**src/rtl/acia_tx_sched.sv**
```systemverilog
// Round-robin scheduler sharing one ACIA transmitter between NREQ byte sources.
// Initialises the ACIA, then polls status and writes each granted byte to TX data.
module acia_tx_sched #(
    parameter int          NREQ     = 2,
    parameter logic [7:0]  CFG_BYTE = 8'h00,
    parameter int          POLL_GAP = 4
) (
    input  logic                clk,
    input  logic                rst,
    input  logic [NREQ-1:0]     req,
    input  logic [8*NREQ-1:0]   req_data,
    output logic [NREQ-1:0]     ack,
    output logic                acia_cs,
    output logic                acia_we,
    output logic                acia_rs,
    output logic [7:0]          acia_din,
    input  logic [7:0]          acia_dout,
    output logic                init_done,
    output logic                busy,
    output logic [2:0]          grant_id
);

    localparam int CW = (POLL_GAP > 1) ? $clog2(POLL_GAP) : 1;

    typedef enum logic [2:0] {
        INIT_MR, INIT_CFG, IDLE, ARB, POLL_RD, POLL_CHK, POLL_WAIT, WRITE
    } state_t;

    state_t          state, state_d;
    logic [2:0]      ptr_q, ptr_d;
    logic [7:0]      hold_q, hold_d;
    logic [CW-1:0]   cnt_q, cnt_d;
    logic            cs_d, we_d, rs_d, init_d, busy_d;
    logic [7:0]      din_d;
    logic [NREQ-1:0] ack_d;
    logic [2:0]      grant_d;

    logic [7:0]      req_pad;
    logic [7:0][7:0] data_pad;
    logic            arb_hit;
    logic [2:0]      arb_idx;
    logic            dout_unused;

    // Pad to 8 requesters so a 3-bit index always selects in range.
    assign req_pad     = 8'(req);
    assign data_pad    = 64'(req_data);
    assign dout_unused = ^{acia_dout[7:2], acia_dout[0]};

    always_comb begin
        arb_hit = 1'b0;
        arb_idx = '0;
        for (int off = 1; off <= NREQ; off++) begin
            if (!arb_hit && req_pad[3'((int'(ptr_q) + off) % NREQ)]) begin
                arb_hit = 1'b1;
                arb_idx = 3'((int'(ptr_q) + off) % NREQ);
            end
        end
    end

    // Bus actions are registered on the transition, so a status read issued
    // when entering POLL_RD has its registered result ready in POLL_CHK.
    always_comb begin
        state_d = state;
        cs_d    = 1'b0;
        we_d    = 1'b0;
        rs_d    = 1'b0;
        din_d   = acia_din;
        ack_d   = '0;
        init_d  = init_done;
        busy_d  = 1'b1;
        grant_d = grant_id;
        ptr_d   = ptr_q;
        hold_d  = hold_q;
        cnt_d   = cnt_q;
        case (state)
            INIT_MR: begin
                cs_d    = 1'b1;
                we_d    = 1'b1;
                din_d   = 8'h03;
                state_d = INIT_CFG;
            end
            INIT_CFG: begin
                cs_d    = 1'b1;
                we_d    = 1'b1;
                din_d   = CFG_BYTE;
                init_d  = 1'b1;
                state_d = IDLE;
            end
            IDLE: begin
                busy_d = 1'b0;
                if (|req) state_d = ARB;
            end
            ARB: begin
                if (arb_hit) begin
                    grant_d = arb_idx;
                    ptr_d   = arb_idx;
                    hold_d  = data_pad[arb_idx];
                    cs_d    = 1'b1;
                    state_d = POLL_RD;
                end else begin
                    state_d = IDLE;
                end
            end
            POLL_RD: state_d = POLL_CHK;
            POLL_CHK: begin
                if (acia_dout[1]) begin
                    cs_d    = 1'b1;
                    we_d    = 1'b1;
                    rs_d    = 1'b1;
                    din_d   = hold_q;
                    ack_d   = NREQ'(8'(1) << grant_id);
                    state_d = WRITE;
                end else begin
                    cnt_d   = CW'(POLL_GAP - 1);
                    state_d = POLL_WAIT;
                end
            end
            POLL_WAIT: begin
                if (cnt_q == '0) begin
                    cs_d    = 1'b1;
                    state_d = POLL_RD;
                end else begin
                    cnt_d = cnt_q - CW'(1);
                end
            end
            WRITE:   state_d = IDLE;
            default: state_d = INIT_MR;
        endcase
    end

    always_ff @(posedge clk or negedge rst) begin
        if (!rst) begin
            state     <= INIT_MR;
            ptr_q     <= 3'(NREQ - 1);
            hold_q    <= '0;
            cnt_q     <= '0;
            acia_cs   <= 1'b0;
            acia_we   <= 1'b0;
            acia_rs   <= 1'b0;
            acia_din  <= '0;
            ack       <= '0;
            init_done <= 1'b0;
            busy      <= 1'b1;
            grant_id  <= '0;
        end else begin
            state     <= state_d;
            ptr_q     <= ptr_d;
            hold_q    <= hold_d;
            cnt_q     <= cnt_d;
            acia_cs   <= cs_d;
            acia_we   <= we_d;
            acia_rs   <= rs_d;
            acia_din  <= din_d;
            ack       <= ack_d;
            init_done <= init_d;
            busy      <= busy_d;
            grant_id  <= grant_d;
        end
    end

endmodule

```
**config.mk**
```make
export PLATFORM = sky130hd
export DESIGN_NAME = acia_tx_sched
export DESIGN_NICKNAME = d
export VERILOG_FILES = /design/src/rtl/acia_tx_sched.sv
export SDC_FILE = /design/constraint.sdc
export NUM_CORES = 1
export LEC_CHECK = 0
export ABC_AREA = 0
export BUFFER_PORTS_ARGS = -buffer_cell sky130_fd_sc_hd__buf_2
export CAP_MARGIN = 20
export CORE_MARGIN = 1.5
export CORE_UTILIZATION = 53
export CTS_CLUSTER_DIAMETER = 200
export DETAILED_ROUTE_END_ITERATION = 8
export HOLD_SLACK_MARGIN = 0.05
export PLACE_DENSITY = 0.83
export SYNTH_ARGS = -nofsm -noshare
export SYNTH_HDL_FRONTEND = slang
export SYNTH_SLANG_ARGS = --single-unit
```
**constraint.sdc**
```tcl
create_clock -name clk -period 2.7 [get_ports clk]
set_input_delay 0.81 -clock clk [delete_from_list [all_inputs] [get_ports clk]]
set_output_delay 0.81 -clock clk [all_outputs]
set_load 0.01 [all_outputs]
```
=== Word-level counts from Yosys, hierarchy flattened ===
Cells that the tools add are included.

* Bitwise gates (word level): 2
* Shift operators: 1
* Div/mod/pow operators: 0
* Eq/ne operators: 12
* Add/subtract/negate cells: 3
* Multiply operators: 0
* Reductions and logical operators: 13
* Order comparisons: 3
* Multiplexer cells: 31

{| class="wikitable"
|+ Operators with widths
! cell !! number
|-
| $bmux W8 S3 || 1
|-
| $pmux W8 S3 || 1
|-
| $pmux W3 S7 || 1
|-
| $mux W8 || 2
|-
| $mux W3 || 5
|-
| $eq A3 B3 Y1 const B || 4
|-
| $mux W1 || 12
|-
| $lt A2 B5 Y1 const B || 2
|-
| $ne A2 B2 Y1 const B || 5
|-
| $mux W2 || 4
|-
| $eq A3 B2 Y1 const B || 2
|-
| $reduce_and A2 Y1 || 3
|-
| $reduce_or A2 Y1 || 3
|-
| $bmux W1 S2 || 2
|-
| $lt A3 B4 Y1 const B || 1
|-
| $pmux W1 S4 || 1
|-
| $pmux W2 S2 || 1
|-
| $eq A3 B1 Y1 const B || 1
|-
| $logic_not A3 Y1 || 1
|-
| $reduce_and A3 Y1 || 1
|-
| $reduce_bool A3 Y1 || 1
|-
| $shl A1 B3 Y2 const A || 1
|-
| $add A1 B1 Y1 const B || 2
|-
| $and A1 B1 Y1 const A || 2
|-
| other kinds (6) || 6
|}

* Bits in latches: 0
* Output and inout bits: 18
* Word-level logic and storage cells: 77
* Memories: 0
* Memory bits (read-only): 0
* RAM bits: 0
* Flip-flop bits (word level): 32

=== Longest topological paths before layout ===
Gate-level depths: netlist (run 1).

* Depth in word-level cells: 11
* Mapped depth: 5
* Mapped depth without buffers: 5

=== Worst setup path before layout (run 1) ===
OpenSTA, ideal clock, no wires.

* Kind: input to register
* Start: input port req[0]
* End: register hold_q[0]
* Arrival: 1.465 ns
* Path buffers: 1
* Path slack: 1.112 ns
* Cell stages on the path: 4
* Data required time: 2.577 ns
* Cells stage by stage: and2_1 -> buf_1 -> or3_1 -> o221a_1

* Longest elaborated chain between the ends: 9
* Elaborated cells on any way between the ends: 15
* Classes of those cells: mux: 12; reduce/logical: 3

{| class="wikitable"
|+ RTL lines
! item !! RTL line !! RTL
|-
| start: declaration || 10 || <nowiki>input logic [NREQ-1:0] req,</nowiki>
|-
| $bmux W1 S2 || 53 || <nowiki>if (!arb_hit && req_pad[3'((int'(ptr_q) + off) % NREQ)]) begin</nowiki>
|-
| $mux W1 (not written as such) (2 in series) || 53 ||
|-
| $mux W1 || 53 ||
|-
| $logic_not A1 Y1 || 53 ||
|-
| $logic_and A1 B1 Y1 || 53 ||
|-
| $mux W3 || 53 ||
|-
| $bmux W8 S3 || 97 || <nowiki>hold_d = data_pad[arb_idx];</nowiki>
|-
| $mux W8 (not written as such) || 97 ||
|-
| end signal: assignment || 148 || <nowiki>hold_q <= hold_d;</nowiki>
|-
| end: declaration || 31 || <nowiki>logic [7:0] hold_q, hold_d;</nowiki>
|}

Several ways; a longest one is shown, not always the timed one. The select of a mux whose other input is x is not followed.
A chain may end at the register's enable or synchronous reset.

=== Worst setup path in the final report (run 1) ===
* Start: register busy
* End: output port busy

{| class="wikitable"
|+ RTL lines
! item !! RTL line !! RTL
|-
| start: declaration || 19 || <nowiki>output logic busy,</nowiki>
|-
| start signal: assignment || 156 || <nowiki>busy <= busy_d;</nowiki>
|}

No word-level cell between the ends.

==> impl_metrics.py, run 1 <==
metrics = {
    "outcome": {
        "outcome": "completed",
    },
    "setup_path": {
        "required_ns": 1.89,
        "critPathMaxFanout": 1,
        "worstSetupEndpointType": "primary output",
        "slowest_stage": "dfstp_2",
        "worst_path_largest_cell_delay_ns": 0.52,
        "crit_arrival_ns": 0.96,
        "cp_top_family": "flip-flops",
        "path_cells": "buf_2",
        "critical_path_class": "reg -> out",
        "path_buf_inv": 1,
        "cp-start-kind": "register",
    },
    "sta": {
        "final-max-slew-violation-count": 0,
        "holdWs_ns": 0.463,
        "fin_tns_setup_ns": 0,
        "period_share": 0.657,
        "rsz0062_at_grt": "false",
        "min_period_ns": 1.77,
        "fin_skew_ns": 0.0121,
        "setup_violations": 0,
        "relSlewSlack": 0.584,
        "fmax_mhz": 564,
        "tightest_slew_ns": 0.624,
        "hold_viol_final": 0,
    },
    "cts": {
        "cts_buffer_depth": 2,
        "cts_setup_buffers": 0,
        "cts_max_level": 2,
        "clk_pin_slew_worst_paths_ns": 0.09,
        "cts_resized": 0,
        "cts_hold_buf": 0,
        "cts_sinks": 30,
        "cts_tree": "done",
        "cts_made_buffers": 5,
        "cts_root_buf": "clkbuf_4",
        "clock_latency_ns": 0.32,
    },
    "synthesis": {
        "ys_seq_area_frac": 0.552,
        "ys_top_cells_by_count": "dfrtp_1, or3_1, nand2_1, o21ai_0, o221a_1",
        "synthCells": 117,
        "ys.flop_type": "dfrtp_1",
        "synth.top_cell.area_share": 0.513,
        "yosys_warnings": 0,
        "yosysTopAreaCell": "dfrtp_1",
        "synth-seq-cells": 30,
        "synth_cell_types": 38,
        "synthTopCellsByArea": "dfrtp_1, o221a_1, or3_1",
        "async_flop_share": 1.00,
        "syn-cell-area_um2": 1370,
        "yosysMostFrequentCell": "dfrtp_1",
        "avgSynthCellArea_um2": 11.7,
        "synth_edf_count": 0,
    },
    "die": {
        "start_util": 0.556,
        "ios": 46,
        "fp.dieW_um": 53.8,
        "dieArea_um2": 2890,
        "die_h_um": 53.8,
        "core_um2": 2450,
        "row_count": 18,
    },
    "pwr": {
        "swShare": 0.360,
        "pwr-share-clk": 0.182,
        "p_switching_uw": 648,
        "pwr-share-comb": 0.352,
        "ir_drop_mv": 0.754,
        "p_seq_frac": 0.466,
        "p_int_uw": 1150,
        "p_leak_uw": 0.000747,
        "powerDensity_nw_per_um2": 1130,
    },
    "grt": {
        "grt_pass1_wl_mm": 4.21,
        "grt_overflow": 0,
        "grt_pass1_vias": 917,
        "grt_max_degree": 31,
        "grtUsageTotal": 0.209,
        "antenna_found_initial": 0,
    },
    "run": {
        "max_cap_violations": 0,
    },
    "placed_design": {
        "place_congestion": 0.723,
        "portBuffers": 36,
        "hpwl_mm": 1.95,
    },
    "routing": {
        "drc": 0,
        "totalWireLength_mm": 2.64,
        "ant_nets": 0,
        "vias": 1031,
        "via_per_inst": 5.63,
        "wire_per_inst_um": 14.4,
        "firstDrtPassIters": 5,
        "drt_iter0_drc": 23,
    },
    "layout": {
        "syn2layout_area_growth_pct": 17.2,
        "nets": 181,
        "antennaDiodeCount": 0,
        "fin_util": 0.652,
        "drive_gt1_frac": 0.340,
    },
    "worst_hold_path": {
        "holdCritPathClass": "reg -> reg",
    },
}
## stage by stage
step | setup WS (ns) | std cells | total power [uW] | instance area (um2)
after floorplan | 1.11 | 118 | 1310 | 1370
after global placement | 0.955 | 175 | 1440 | 1520
after detailed placement | 0.940 | 175 | 1490 | 1520
after CTS | 0.920 | 183 | 1810 | 1600
after global routing | 0.898 | 183 | 1930 | 1600
final | 0.927 | 183 | 1800 | 1600
## cell families (layout without fill, tap and decap cells)
| kind of cell | after synthesis | count (layout) | share of synthesized area |
|---|---|---|---|
| AO/OA/AOI/OAI | 36 | 36 | 0.202 |
| adder cells (fa/ha/maj) | 1 | 1 | 0.00916 |
| buffers and inverters | 14 | 49 | 0.0614 |
| flip-flops | 30 | 30 | 0.552 |
| other | 1 | 2 | 0.00275 |
| AND/OR/NAND/NOR | 35 | 35 | 0.173 |
## cell usage in the layout (no fill, tap or decap), drive strengths merged, types with 2 or more instances in the layout
| cell type | count |
|---|---|
| inv | 4 |
| buf | 36 |
| nand3 | 2 |
| dfstp | 2 |
| clkbuf | 8 |
| dfrtp | 28 |
| and2 | 2 |
| a22oi | 6 |
| nand2 | 9 |
| a21oi | 5 |
| a2bb2oi | 3 |
| nor2 | 2 |
| or3 | 9 |
| a21o | 2 |
| o21ai | 8 |
| conb | 2 |
| and3b | 2 |
| a311oi | 2 |
| nor2b | 2 |
| o221a | 8 |
## final timing paths
check | slack (ns) | endpoint | cells after the start | startpoint
worst max-delay path | 0.93 | busy | 1 | busy
worst min-delay path | 0.46 | init_done | 1 | init_done
worst max register to register | 1.05 | hold_q[6] | 3 | state[1]
worst min register to register | 0.46 | init_done | 1 | init_done
max in group asynchronous | 1.79 | acia_rs | 1 | rst
min in group asynchronous | 0.49 | cnt_q[0] | 1 | rst
## cell type report
| class | count | area, um2 |
|---|---|---|
| Tap cell | 30 | 37.5 |
| Sequential cell | 30 | 753 |
| Fill cell | 200 | 855 |
| Inverter | 5 | 18.8 |
| Timing Repair Buffer | 36 | 180 |
| Clock buffer | 8 | 78.8 |
| Multi-Input combinational cell | 74 | 532 |
## worst reg2reg max path, cell delays in order, from the launching register on
cell and delay, ns:
dfrtp_1 0.73, and3b_4 0.34, nand3_2 0.19, o221a_1 0.28
## sequential cells by signal (all words and copies together), names as in the netlist
| signal | flops |
|---|---|
| acia_din | 8 |
| hold_q | 8 |
| state | 3 |
| ack | 2 |
| cnt_q | 2 |
| acia_cs | 1 |
| acia_rs | 1 |
| acia_we | 1 |
| busy | 1 |
| grant_id | 1 |
| init_done | 1 |
| ptr_q | 1 |
## power by group through the flow
| stage | clock [uW] | sequential (uW) | combinational [uW] |
|---|---|---|---|
| after floorplan | 0 | 793 | 516 |
| after global placement | 0 | 832 | 604 |
| after detailed placement | 0 | 849 | 641 |
| after CTS | 327 | 838 | 643 |
| after global routing | 350 | 869 | 715 |
| final | 328 | 840 | 634 |
## layer usage
metal / global-route usage / wire length (um) / up-vias
li1: - / - / 498
met1: 0.265 / 1110 / 494
met2: 0.335 / 1340 / 35
met3: 0.0556 / 160 / 4
met4: 0.0897 / 27 / 0
met5: 0 / 0 / -
(Power assumes the default switching activity.)
==> run 2: changes to the inputs <==
==> config.mk (replaced) <==
export PLATFORM = sky130hd
export DESIGN_NAME = acia_tx_sched
export DESIGN_NICKNAME = d
export VERILOG_FILES = /design/src/rtl/acia_tx_sched.sv
export SDC_FILE = /design/constraint.sdc
export NUM_CORES = 1
export LEC_CHECK = 0
export ABC_AREA = 1
export BUFFER_PORTS_ARGS = -buffer_cell sky130_fd_sc_hd__buf_2
export CAP_MARGIN = 20
export CORE_MARGIN = 1.5
export CORE_UTILIZATION = 44
export CTS_CLUSTER_DIAMETER = 200
export DETAILED_ROUTE_END_ITERATION = 8
export HOLD_SLACK_MARGIN = 0.05
export PLACE_DENSITY = 0.74
export SYNTH_ARGS = -nofsm -noshare
export SYNTH_HDL_FRONTEND = slang
export SYNTH_SLANG_ARGS = --single-unit
==> constraint.sdc (replaced) <==
create_clock -name clk -period 1.51 [get_ports clk]
set_input_delay 0.453 -clock clk [delete_from_list [all_inputs] [get_ports clk]]
set_output_delay 0.453 -clock clk [all_outputs]
set_load 0.01 [all_outputs]
==> impl_metrics.py, run 2 <==
metrics = {
    "grt": {
        "grt_pass1_wl_mm": 4.20,
        "grt_overflow": 0,
        "grt_pass1_vias": 1014,
        "grtUsageTotal": 0.163,
        "grt_max_degree": 18,
        "antenna_found_initial": 0,
    },
    "routing": {
        "vias": 1149,
        "ant_nets": 0,
        "drt_iter0_drc": 27,
        "via_per_inst": 4.47,
        "wire_per_inst_um": 9.54,
        "totalWireLength_mm": 2.45,
        "drc": 0,
        "firstDrtPassIters": 4,
    },
    "layout": {
        "nets": 241,
        "antennaDiodeCount": 0,
        "syn2layout_area_growth_pct": 23.4,
        "layout_commonest_cell": "nand2_1",
        "largestRegisters": "acia_din: 8 flops, hold_q: 8 flops, state: 3 flops",
        "final_area_um2": 1700,
        "drive_gt1_frac": 0.272,
        "most-common-layout-cells": "nand2_1, buf_2, dfrtp_1",
    },
    "die": {
        "fp.dieW_um": 59.0,
        "die_h_um": 59.0,
        "row_count": 20,
        "core_um2": 3030,
        "start_util": 0.456,
        "dieArea_um2": 3480,
        "ios": 46,
    },
    "sta": {
        "rsz0062_at_grt": "false",
        "final-max-slew-violation-count": 0,
        "min_period_ns": 1.40,
        "hold_viol_final": 0,
        "fmax_mhz": 716,
        "setup_violations": 0,
        "period_share": 0.924,
        "fin_skew_ns": 0.00445,
        "fin_tns_setup_ns": 0,
    },
    "synthesis": {
        "syn-cell-area_um2": 1380,
        "yosysMostFrequentCell": "nand2_1",
        "avgSynthCellArea_um2": 8.17,
        "synthTopCellsByArea": "dfrtp_1, nand2_1, nand3_1",
        "yosys_warnings": 0,
        "ys_seq_area_frac": 0.545,
        "ys_top_cells_by_count": "nand2_1, dfrtp_1, nand3_1",
        "ys.flop_type": "dfrtp_1",
        "yosysTopAreaCell": "dfrtp_1",
        "synth.top_cell.area_share": 0.507,
        "synthCells": 169,
        "synth_edf_count": 0,
        "async_flop_share": 1.00,
        "synth_cell_types": 21,
        "synth-seq-cells": 30,
    },
    "placed_design": {
        "portBuffers": 36,
        "place_congestion": 0.805,
        "place_area_um2": 1610,
        "hpwl_mm": 1.90,
    },
    "setup_path": {
        "crit_end": "busy",
        "critical_path_class": "reg -> out",
        "cp-start-kind": "register",
        "r2r_setup_slack_ns": 0.19,
        "reg2reg_from": "state[1]",
        "required_ns": 1.06,
        "crit_arrival_ns": 0.94,
        "r2r_cells": 6,
        "cp_top_family": "flip-flops",
        "r2r_end": "hold_q[2]",
        "cp.depth": 1,
        "slowest_stage": "dfstp_2",
        "path_cells": "buf_2",
        "worstSetupEndpointType": "primary output",
        "path_buf_inv": 1,
        "critPathMaxFanout": 1,
        "worst_path_largest_cell_delay_ns": 0.52,
        "crit_path_start": "busy",
    },
    "cts": {
        "cts_tree": "done",
        "cts_made_buffers": 5,
        "cts_sinks": 30,
        "cts_root_buf": "clkbuf_4",
        "clock_latency_ns": 0.31,
        "clk_pin_slew_worst_paths_ns": 0.09,
        "cts_max_level": 2,
        "cts_buffer_depth": 2,
    },
    "worst_hold_path": {
        "holdCritPathClass": "in -> reg",
    },
    "pwr": {
        "p_leak_uw": 0.000999,
        "powerDensity_nw_per_um2": 1760,
        "ir_drop_mv": 0.844,
    },
    "run": {
        "max_cap_violations": 0,
    },
    "outcome": {
        "outcome": "completed",
    },
}
run 2: cell count changes in the layout (fill, tap and decap cells not counted), sizes merged, moves of 8 or more:
cell	previous run	this run
nand2	9	89
nand3	2	11
or3	9	0
inv	4	12
o221a	8	0
run 2: power by group:
part	internal (uW)	switching, uW	total, uW
Sequential	1120	215	1340
Clock	318	247	565
Combinational	414	676	1090
run 2: logic make-up after synthesis:
family | synth area share
AND/OR/NAND/NOR | 0.359
flip-flops | 0.545
buffers and inverters | 0.0679
AO/OA/AOI/OAI | 0.0163
adder cells (fa/ha/maj) | 0.00906
other | 0.00271
run 2: timing repair:
item | CTS | global route
endpoints found under the setup margin | 0 | 9
hold buffers | 1 | 0
hold endpoints to repair | 12 | 0
gates resized for setup | 0 | 2
setup buffers | 0 | 0
run 2: layout make-up:
cell class              count  area, um2
repair buffers             40        225
flip-flops and latches     30        754
fillers                   299       1320
well taps                  44       55.1
clock buffers               8       78.8
multi-input cells         122        538
inverters                  13       52.6
run 2: how the worst min path moves through the flow:
stage                     cells after the start          end         start
after floorplan                               0      acia_cs           rst
after detailed placement                      1  acia_din[2]           rst
after global placement                        1  acia_din[3]           rst
after CTS                                     5    hold_q[2]  req_data[10]
final                                         5    hold_q[1]   req_data[9]
after global routing                          5    hold_q[5]  req_data[13]
run 2: per-stage QoR:
step / cells / total power [uW] / utilization / setup WS, ns / hold WS [ns]
2_1_floorplan: 170 / 2160 / - / 0.317 / 0.157
6_report: 257 / 2990 / 0.563 / 0.114 / 0.419
4_1_cts: 257 / 3020 / 0.561 / 0.102 / 0.409
5_1_grt: 257 / 3270 / 0.563 / 0.0322 / 0.430
3_5_place_dp: 248 / 2450 / 0.532 / 0.0512 / 0.373
3_3_place_gp: 248 / 2420 / 0.532 / 0.0802 / 0.375
run 2: metal layers:
layer / vias to the layer above / global-route usage / part of all wire
met3: 4 / 0.0480 / 0.057
met4: 0 / 0.0779 / 0.015
li1: 608 / - / -
met1: 502 / 0.216 / 0.47
met2: 35 / 0.248 / 0.45
met5: - / 0 / 0
==> run 3: changes to the inputs <==
==> constraint.sdc (replaced) <==
create_clock -name clk -period 1.51 [get_ports clk]
set_input_delay 0.0755 -clock clk [delete_from_list [all_inputs] [get_ports clk]]
set_output_delay 0.0755 -clock clk [all_outputs]
set_load 0.01 [all_outputs]
==> impl_metrics.py, run 3 (synthesized netlist as in run 2, its figures left out) <==
metrics = {
    "sta": {
        "relSlewSlack": 0.569,
        "min_period_ns": 1.29,
        "period_share": 0.854,
        "rsz0062_at_grt": "false",
        "fmax_mhz": 775,
        "hold_viol_final": 0,
        "fin_tns_setup_ns": 0,
        "final-max-slew-violation-count": 0,
        "holdWs_ns": 0.0775,
        "setup_violations": 0,
        "tightest_slew_ns": 0.647,
        "fin_skew_ns": 0.00893,
    },
    "grt": {
        "grt_max_degree": 31,
        "grtUsageMet1": 0.251,
        "grt_pass1_vias": 1198,
        "antenna_found_initial": 0,
        "grt_pass1_wl_mm": 5.15,
        "grtUsageTotal": 0.203,
        "grt_use_met3": 0.0721,
        "busiest_layer": "met2",
        "grt_overflow": 0,
        "use_met2": 0.325,
    },
    "cts": {
        "cts_max_level": 2,
        "cts_tree": "done",
        "cts_setup_buffers": 0,
        "clock_latency_ns": 0.32,
        "cts_buffer_depth": 2,
        "cts_made_buffers": 5,
        "cts_root_buf": "clkbuf_4",
        "cts_sinks": 30,
        "cts_resized": 0,
        "clk_pin_slew_worst_paths_ns": 0.08,
    },
    "setup_path": {
        "critical_path_class": "reg -> reg",
        "cp-start-kind": "register",
        "slowest_stage": "dfrtp_1",
        "critPathMaxFanout": 6,
        "worstSetupEndpointType": "register",
        "worst_path_largest_cell_delay_ns": 0.51,
        "path_cells": "buf_4, nand3_1, or2_2, nand2_1, nor2_1",
        "crit_arrival_ns": 1.51,
        "required_ns": 1.73,
    },
    "die": {
        "fp.dieW_um": 59.0,
        "dieArea_um2": 3480,
        "ios": 46,
        "die_h_um": 59.0,
        "core_um2": 3030,
        "start_util": 0.456,
        "row_count": 20,
    },
    "placed_design": {
        "place_congestion": 0.798,
        "hpwl_mm": 1.85,
        "portBuffers": 36,
    },
    "routing": {
        "via_per_inst": 4.55,
        "totalWireLength_mm": 2.89,
        "drc": 0,
        "drt_iter0_drc": 32,
        "firstDrtPassIters": 4,
        "ant_nets": 0,
        "wire_per_inst_um": 10.6,
        "vias": 1232,
    },
    "layout": {
        "most-common-layout-cells": "nand2_1, buf_2, dfrtp_1",
        "layout_commonest_cell": "nand2_1",
        "fillers": 276,
        "antennaDiodeCount": 0,
        "multi_input_area_um2": 538,
        "largestRegisters": "acia_din: 8 flops, hold_q: 8 flops, state: 3 flops",
        "ff_latch_area_um2": 753,
        "nets": 256,
        "syn2layout_area_growth_pct": 30.3,
        "drive_gt1_frac": 0.238,
    },
    "outcome": {
        "outcome": "completed",
    },
    "worst_hold_path": {
        "holdCritPathClass": "in -> reg",
    },
    "run": {
        "max_cap_violations": 0,
    },
    "pwr": {
        "powerDensity_nw_per_um2": 1620,
        "ir_drop_mv": 0.748,
        "total_power_uw": 2920,
        "p_leak_uw": 0.00104,
    },
}
[run 3: cell count changes in the layout (fill, tap and decap cells not counted), sizes merged]
cell / before / now
clkbuf: 8 / 7
clkinv: 0 / 1
clkinvlp: 1 / 0
buf: 39 / 40
dlygate4sd3: 1 / 15
[run 3: area by class of cell]
type	count	area share
multi-input combinational	122	0.299
clock buffer	7	0.0250
timing repair buffer	55	0.200
tap	44	0.0306
inverter	13	0.0271
sequential	30	0.418
[run 3: through the flow]
stage | worst slack (ns) | std cells | util | cell area [um2]
floorplan | 0.317 | 170 | - | 1390
global placement | 0.242 | 249 | 0.530 | 1610
detailed placement | 0.256 | 249 | 0.530 | 1610
CTS | 0.230 | 271 | 0.595 | 1800
global route | 0.0797 | 271 | 0.595 | 1800
finish | 0.220 | 271 | 0.595 | 1800
[run 3: what timing repair did]
item                                    in CTS  in global routing
endpoints found under the setup margin       0                  0
hold buffers                                15                  0
endpoints found under the hold margin       35                  0
[run 3: per-layer routing]
| metal | wire length [um] | part of all wire | vias to the layer above |
|---|---|---|---|
| li1 | - | - | 639 |
| met1 | 1310 | 0.46 | 548 |
| met2 | 1380 | 0.48 | 43 |
| met3 | 166 | 0.058 | 2 |
| met4 | 24 | 0.0083 | 0 |
| met5 | 0 | 0 | - |
[run 3: final timing paths]
check                        startpoint   endpoint  slack [ns]  cells past startpoint
setup / recovery               state[2]   state[0]        0.22                      5
hold / removal             req_data[11]  hold_q[3]        0.08                      5
setup reg to reg               state[2]   state[0]        0.22                      5
hold reg to reg             grant_id[0]     ack[0]        0.47                      1
max in group asynchronous           rst  hold_q[2]        0.77                      2
min in group asynchronous           rst    acia_cs        0.31                      2
[run 3: worst max-delay path, delay by kind of cell (launching register included)]
family,cells,cell delay [ns]
buffers and inverters,1,0.19
flip-flops,1,0.51
AND/OR/NAND/NOR,4,0.50
[run 3: power breakdown]
group          leakage [uW]  internal, uW  total, uW  switching, uW
clock network     0.0000254           175        423            247
logic              0.000641           453       1180            722
registers          0.000374          1120       1320            200
total               0.00104          1750       2920           1170
